===== config.mk =====
export PLATFORM = sky130hd
export DESIGN_NAME = ps2_key_tracker
export DESIGN_NICKNAME = d
export VERILOG_FILES = /design/src/rtl/ps2_key_tracker.sv
export SDC_FILE = /design/constraint.sdc
export NUM_CORES = 1
export LEC_CHECK = 0
export ABC_AREA = 1
export ABC_CLOCK_PERIOD_IN_PS = 5700
export BUFFER_PORTS_ARGS = -buffer_cell sky130_fd_sc_hd__buf_2
export CELL_PAD_IN_SITES_DETAIL_PLACEMENT = 1
export CELL_PAD_IN_SITES_GLOBAL_PLACEMENT = 1
export CORE_MARGIN = 1.5
export CORE_UTILIZATION = 45
export DETAILED_ROUTE_END_ITERATION = 8
export PLACE_DENSITY = 0.9
export SLEW_MARGIN = 10
export SYNTH_ARGS = -nofsm -noshare
export SYNTH_HDL_FRONTEND = slang
export SYNTH_SLANG_ARGS = --single-unit

===== constraint.sdc =====
create_clock -name clk -period 5.7 [get_ports clk]
set_input_delay 0.285 -clock clk [delete_from_list [all_inputs] [get_ports clk]]
set_output_delay 0.285 -clock clk [all_outputs]
set_load 0.02 [all_outputs]

===== src/rtl/ps2_key_tracker.sv =====
// PS/2 scan-code parser: resolves E0/F0 prefixes into key events on a valid/ready handshake,
// tracks held keys in a small table, suppresses typematic repeats and counts presses.
module ps2_key_tracker #(
  parameter int unsigned HELD_SLOTS    = 4,
  parameter int unsigned CNT_W         = 8,
  parameter int unsigned FILTER_REPEAT = 1
) (
  input  logic             clk,
  input  logic             resetn,
  input  logic [7:0]       kb_data,
  input  logic             kb_ready,
  input  logic             kb_overflow,
  output logic             kb_nextdata_n,
  output logic             evt_valid,
  input  logic             evt_ready,
  output logic [7:0]       evt_code,
  output logic             evt_ext,
  output logic             evt_release,
  output logic [CNT_W-1:0] press_cnt,
  output logic [8:0]       last_code,
  output logic [3:0]       held_num,
  output logic             any_held,
  output logic             held_overrun,
  output logic             ovf_seen
);

  typedef enum logic [1:0] {StIdle, StPop, StDecode, StEmit} state_e;

  state_e                       state_q, state_d;
  logic [7:0]                   byte_q, byte_d;
  logic                         ext_p_q, ext_p_d;
  logic                         brk_p_q, brk_p_d;
  logic                         nextdata_n_q;
  logic [7:0]                   code_q, code_d;
  logic                         ext_q, ext_d;
  logic                         rel_q, rel_d;
  logic [CNT_W-1:0]             cnt_q, cnt_d;
  logic [8:0]                   last_q, last_d;
  logic                         overrun_q, overrun_d;
  logic                         ovf_q;
  logic [HELD_SLOTS-1:0]        slot_vld_q, slot_vld_d;
  logic [HELD_SLOTS-1:0][8:0]   slot_key_q, slot_key_d;

  logic [8:0]            key;
  logic                  hit;
  logic [HELD_SLOTS-1:0] hit_oh;
  logic                  free;
  logic [HELD_SLOTS-1:0] free_oh;
  logic [3:0]            held_cnt;

  // Table lookup: keys are unique, so at most one hit; free_oh picks the lowest empty slot.
  always_comb begin
    key     = {ext_p_q, byte_q};
    hit     = 1'b0;
    hit_oh  = '0;
    free    = 1'b0;
    free_oh = '0;
    for (int i = 0; i < HELD_SLOTS; i++) begin
      if (slot_vld_q[i] && (slot_key_q[i] == key) && !hit) begin
        hit       = 1'b1;
        hit_oh[i] = 1'b1;
      end
      if (!slot_vld_q[i] && !free) begin
        free       = 1'b1;
        free_oh[i] = 1'b1;
      end
    end
  end

  always_comb begin
    held_cnt = '0;
    for (int i = 0; i < HELD_SLOTS; i++) begin
      held_cnt = held_cnt + 4'(slot_vld_q[i]);
    end
  end

  always_comb begin
    state_d    = state_q;
    byte_d     = byte_q;
    ext_p_d    = ext_p_q;
    brk_p_d    = brk_p_q;
    code_d     = code_q;
    ext_d      = ext_q;
    rel_d      = rel_q;
    cnt_d      = cnt_q;
    last_d     = last_q;
    overrun_d  = overrun_q;
    slot_vld_d = slot_vld_q;
    slot_key_d = slot_key_q;
    unique case (state_q)
      StIdle: begin
        if (kb_ready) begin
          byte_d  = kb_data;
          state_d = StPop;
        end
      end
      StPop: state_d = StDecode;
      StDecode: begin
        state_d = StIdle;
        if (byte_q == 8'hE0) begin
          ext_p_d = 1'b1;
        end else if (byte_q == 8'hF0) begin
          brk_p_d = 1'b1;
        end else begin
          ext_p_d = 1'b0;
          brk_p_d = 1'b0;
          if ((byte_q == 8'h00) || (byte_q == 8'hFF)) begin
            state_d = StIdle;
          end else if (brk_p_q) begin
            slot_vld_d = slot_vld_q & ~hit_oh;
            code_d     = byte_q;
            ext_d      = ext_p_q;
            rel_d      = 1'b1;
            state_d    = StEmit;
          end else if (hit && (FILTER_REPEAT != 0)) begin
            state_d = StIdle;
          end else begin
            if (!hit) begin
              if (free) begin
                slot_vld_d = slot_vld_q | free_oh;
                for (int i = 0; i < HELD_SLOTS; i++) begin
                  if (free_oh[i]) slot_key_d[i] = key;
                end
              end else begin
                overrun_d = 1'b1;
              end
            end
            cnt_d   = cnt_q + CNT_W'(1);
            last_d  = key;
            code_d  = byte_q;
            ext_d   = ext_p_q;
            rel_d   = 1'b0;
            state_d = StEmit;
          end
        end
      end
      StEmit: begin
        if (evt_ready) state_d = StIdle;
      end
      default: state_d = StIdle;
    endcase
  end

  always_ff @(posedge clk) begin
    if (!resetn) begin
      state_q      <= StIdle;
      byte_q       <= '0;
      ext_p_q      <= 1'b0;
      brk_p_q      <= 1'b0;
      nextdata_n_q <= 1'b1;
      code_q       <= '0;
      ext_q        <= 1'b0;
      rel_q        <= 1'b0;
      cnt_q        <= '0;
      last_q       <= '0;
      overrun_q    <= 1'b0;
      ovf_q        <= 1'b0;
      slot_vld_q   <= '0;
      slot_key_q   <= '0;
    end else begin
      state_q      <= state_d;
      byte_q       <= byte_d;
      ext_p_q      <= ext_p_d;
      brk_p_q      <= brk_p_d;
      // Strobe is low for exactly the POP cycle.
      nextdata_n_q <= (state_d != StPop);
      code_q       <= code_d;
      ext_q        <= ext_d;
      rel_q        <= rel_d;
      cnt_q        <= cnt_d;
      last_q       <= last_d;
      overrun_q    <= overrun_d;
      ovf_q        <= ovf_q | kb_overflow;
      slot_vld_q   <= slot_vld_d;
      slot_key_q   <= slot_key_d;
    end
  end

  assign kb_nextdata_n = nextdata_n_q;
  assign evt_valid     = (state_q == StEmit);
  assign evt_code      = code_q;
  assign evt_ext       = ext_q;
  assign evt_release   = rel_q;
  assign press_cnt     = cnt_q;
  assign last_code     = last_q;
  assign held_num      = held_cnt;
  assign any_held      = (held_cnt != 4'd0);
  assign held_overrun  = overrun_q;
  assign ovf_seen      = ovf_q;

endmodule


==> results.tsv <==
metric	value	unit
Final Cycle Share	50.3	%
min Tclk post-route	2.86	ns
vias post-DR	4020	
total CTS buffers	9	
post-CTS sizing	0	
# clock sinks	82	
xor/xnor share of the synthesized area	3.36	%
commonest non-fill, non-tap cell in the layout	nand2_1	
diodes inserted	0	
core area	8850	sq um
largest family of logic cells by synthesized area	simple AND/OR/NAND/NOR gates	
Cell Chain, Critical Path	inv_1, fa_1, inv_1, ha_1, ha_1, or3_1, buf_2	
Yosys reg bits	82	
max-slew violations	0	
Die Ht	99.3	microns
P&R area growth vs syn	8.87	%
Post-CTS Hold Buffers	0	
post-synthesis sequential area ratio	39.3	%
DRT Pass-1 Iters	5	
design area	4550	sq um
maximum buffer depth of the clock tree	2	
Worst-path clk slew	0.10	ns
total gr overflow	0	
Simple-Gate Fraction of Synth Area	37.4	%
initial antenna violation count	0	
vias in the first global route	4180	
crit-path max FO	7	
power density cells	291	nW/um^2
Netlist cell types	33	
num rows	34	
Hold Crit Start	kb_ready	
Worst Hold Class	input port to register	
Mapped Cells	613	
RSZ-0062 raised after global routing	no	
Critical Path End Type	primary output	
Starting Density	47.2	%
most frequent cells in the layout	nand2_1, nor2_1, dfxtp_1, inv_1, buf_2	
worst flop-to-flop path startpoint	byte_q[4]	
Antenna Violating Nets Remaining	0	
Setup Crit Path Kind	register to primary output	
CP Launch Type	register	
Syn Area/Cell	6.81	sq um
Rel. slew slack	27.8	%
clock network latency to the later pin of the worst-skew pair	0.38	ns
setup TNS	0	ns
# IOs	49	
R2R depth	11	
Iter 0 DRT Violations	183	
DRT Wirelength	12300	microns
DRC Markers	0	
Compound-Gate Fraction of Synth Area	8.09	%
mux contribution to synthesized area	0	%
pin count of the biggest net entering global routing	51	
GP Congestion	0.870	
Worst Path Buf+Inv	3	
detailed placement HPWL	8750	microns
slowest stage delay, CP	0.55	ns
WHS Endpoint	kb_nextdata_n	
critical path's top delay family	adder cells	
Placed Instance Area	4360	sq um
Avg WL per Cell	16.3	microns
static leakage	2.18	nW
clock skew	0.0181	ns
IO Port Bufs	47	
VDD IR max	170	uV
CP arrival	2.58	ns
Vias/cell	5.32	
first-pass GRT wire length	20500	microns
hold depth	2	
CTS tree	done	
Total GRT Usage	26.5	%
worst path required time	5.41	ns
Yosys Warn Count	0	
max cap viols	0	
total setup buffers inserted after CTS	0	
overall power	1.32	mW
width of the die	99.3	microns
nets	662	
Syn Nets	633	
Slowest-stage cell, CP	fa_1	
final hold vios	0	
Max Clk Rate	0.349	GHz
Root Buffer Master	clkbuf_8	
layout cell share with drive strength beyond 1	13.3	%
die area	9870	sq um
H-tree Lvls	3	
Reg2Reg Setup Slack	2.88	ns
reg2reg end	slot_key_q[0]	
setup violators final	0	
status	finished clean	
Tightest Pin Transition	1.08	ns
synthesized cell area	4180	sq um
Synth Area in Adders	2.28	%
[metal layers]
layer | wire [microns] | track usage [%] | up-vias
met2 | 6110 | 44.9 | 87
met1 | 5470 | 33.1 | 1933
li1 | - | - | 1977
met5 | 0 | 0 | -
met3 | 468 | 5.06 | 23
met4 | 296 | 11.3 | 0
[worst register-to-register path, delay by kind of cell, from the launching register on]
| kind | cells | cell delay (ns) |
|---|---|---|
| and+or+nand+nor | 8 | 1.12 |
| buffers and inverters | 2 | 0.60 |
| AOI/OAI and AO/OA | 1 | 0.29 |
| DFF | 1 | 0.65 |
[report_power, final]
group          internal (mW)  total [mW]  switching (mW)
Clock                  0.166       0.406           0.240
Combinational         0.0773       0.258           0.181
Sequential             0.605       0.659          0.0531
Total                  0.849        1.32           0.475
[cells by family after synthesis]
family          Yosys count
other cells               1
compound gates           67
buf+inv                  85
flops                    82
fa+ha+maj                 7
xor+xnor                 16
simple gates            355
[synth_stat cells]
master	instances	share of area [%]
xnor2_1	5	1.0
nand2_1	191	17
buf_6	5	1.3
nand3_2	3	0.72
inv_2	6	0.54
nor2_2	1	0.15
nand3_1	15	1.8
nand3_4	4	1.7
or3_1	1	0.15
inv_1	49	4.4
o21a_1	1	0.18
buf_4	9	1.6
conb_1	1	0.090
nand2_2	1	0.15
buf_2	5	0.60
nor2_8	1	0.48
nor3_2	1	0.24
fa_1	1	0.48
nor2_4	2	0.54
a21oi_1	42	5.0
nor3_1	5	0.60
buf_1	1	0.090
or2_2	1	0.15
nor2_1	105	9.4
nor4_4	1	0.51
nand4_1	22	3.3
nand4_2	1	0.30
xor2_1	11	2.3
clkbuf_1	10	0.90
dfxtp_1	82	39
o21ai_1	1	0.12
ha_1	6	1.8
o21ai_0	23	2.8
[layout make-up]
cell class	instances	area (sq um)
Clock buffer	9	124
Timing Repair Buffer	48	243
Fill cell	1200	4300
Tap cell	108	135
Clock inverter	7	58.8
Multi-Input combinational cell	446	2140
Inverter	55	206
Sequential cell	82	1640
[sequential cells by signal, summed over array words and instances (netlist names)]
register / count
press_cnt: 8
brk_p_q: 1
evt_release: 1
state_q: 2
kb_nextdata_n: 1
held_overrun: 1
evt_code: 8
slot_key_q: 36
ovf_seen: 1
last_code: 9
evt_ext: 1
ext_p_q: 1
byte_q: 8
slot_vld_q: 4
[how the worst max path moves through the flow]
stage | start | endpoint | slack, ns | cells past startpoint
after floorplan | slot_vld_q[0] | any_held | 3.34 | 6
after global placement | byte_q[4] | slot_key_q[0] | 3.10 | 11
after detailed placement | byte_q[4] | slot_key_q[0] | 2.97 | 11
after CTS | slot_vld_q[0] | any_held | 2.81 | 7
after global routing | byte_q[4] | slot_key_q[0] | 2.64 | 11
final | slot_vld_q[0] | any_held | 2.84 | 7
[metrics by stage]
step	setup WS, ns	hold slack (ns)	instances	util, %
after detailed placement	2.97	0.451	739	49.3
after global routing	2.64	0.111	755	51.4
after global placement	3.10	0.441	739	49.3
after CTS	2.81	0.102	755	51.4
final	2.84	0.105	755	51.4
after floorplan	3.34	0.369	613	-
(Power assumes the default switching activity.)
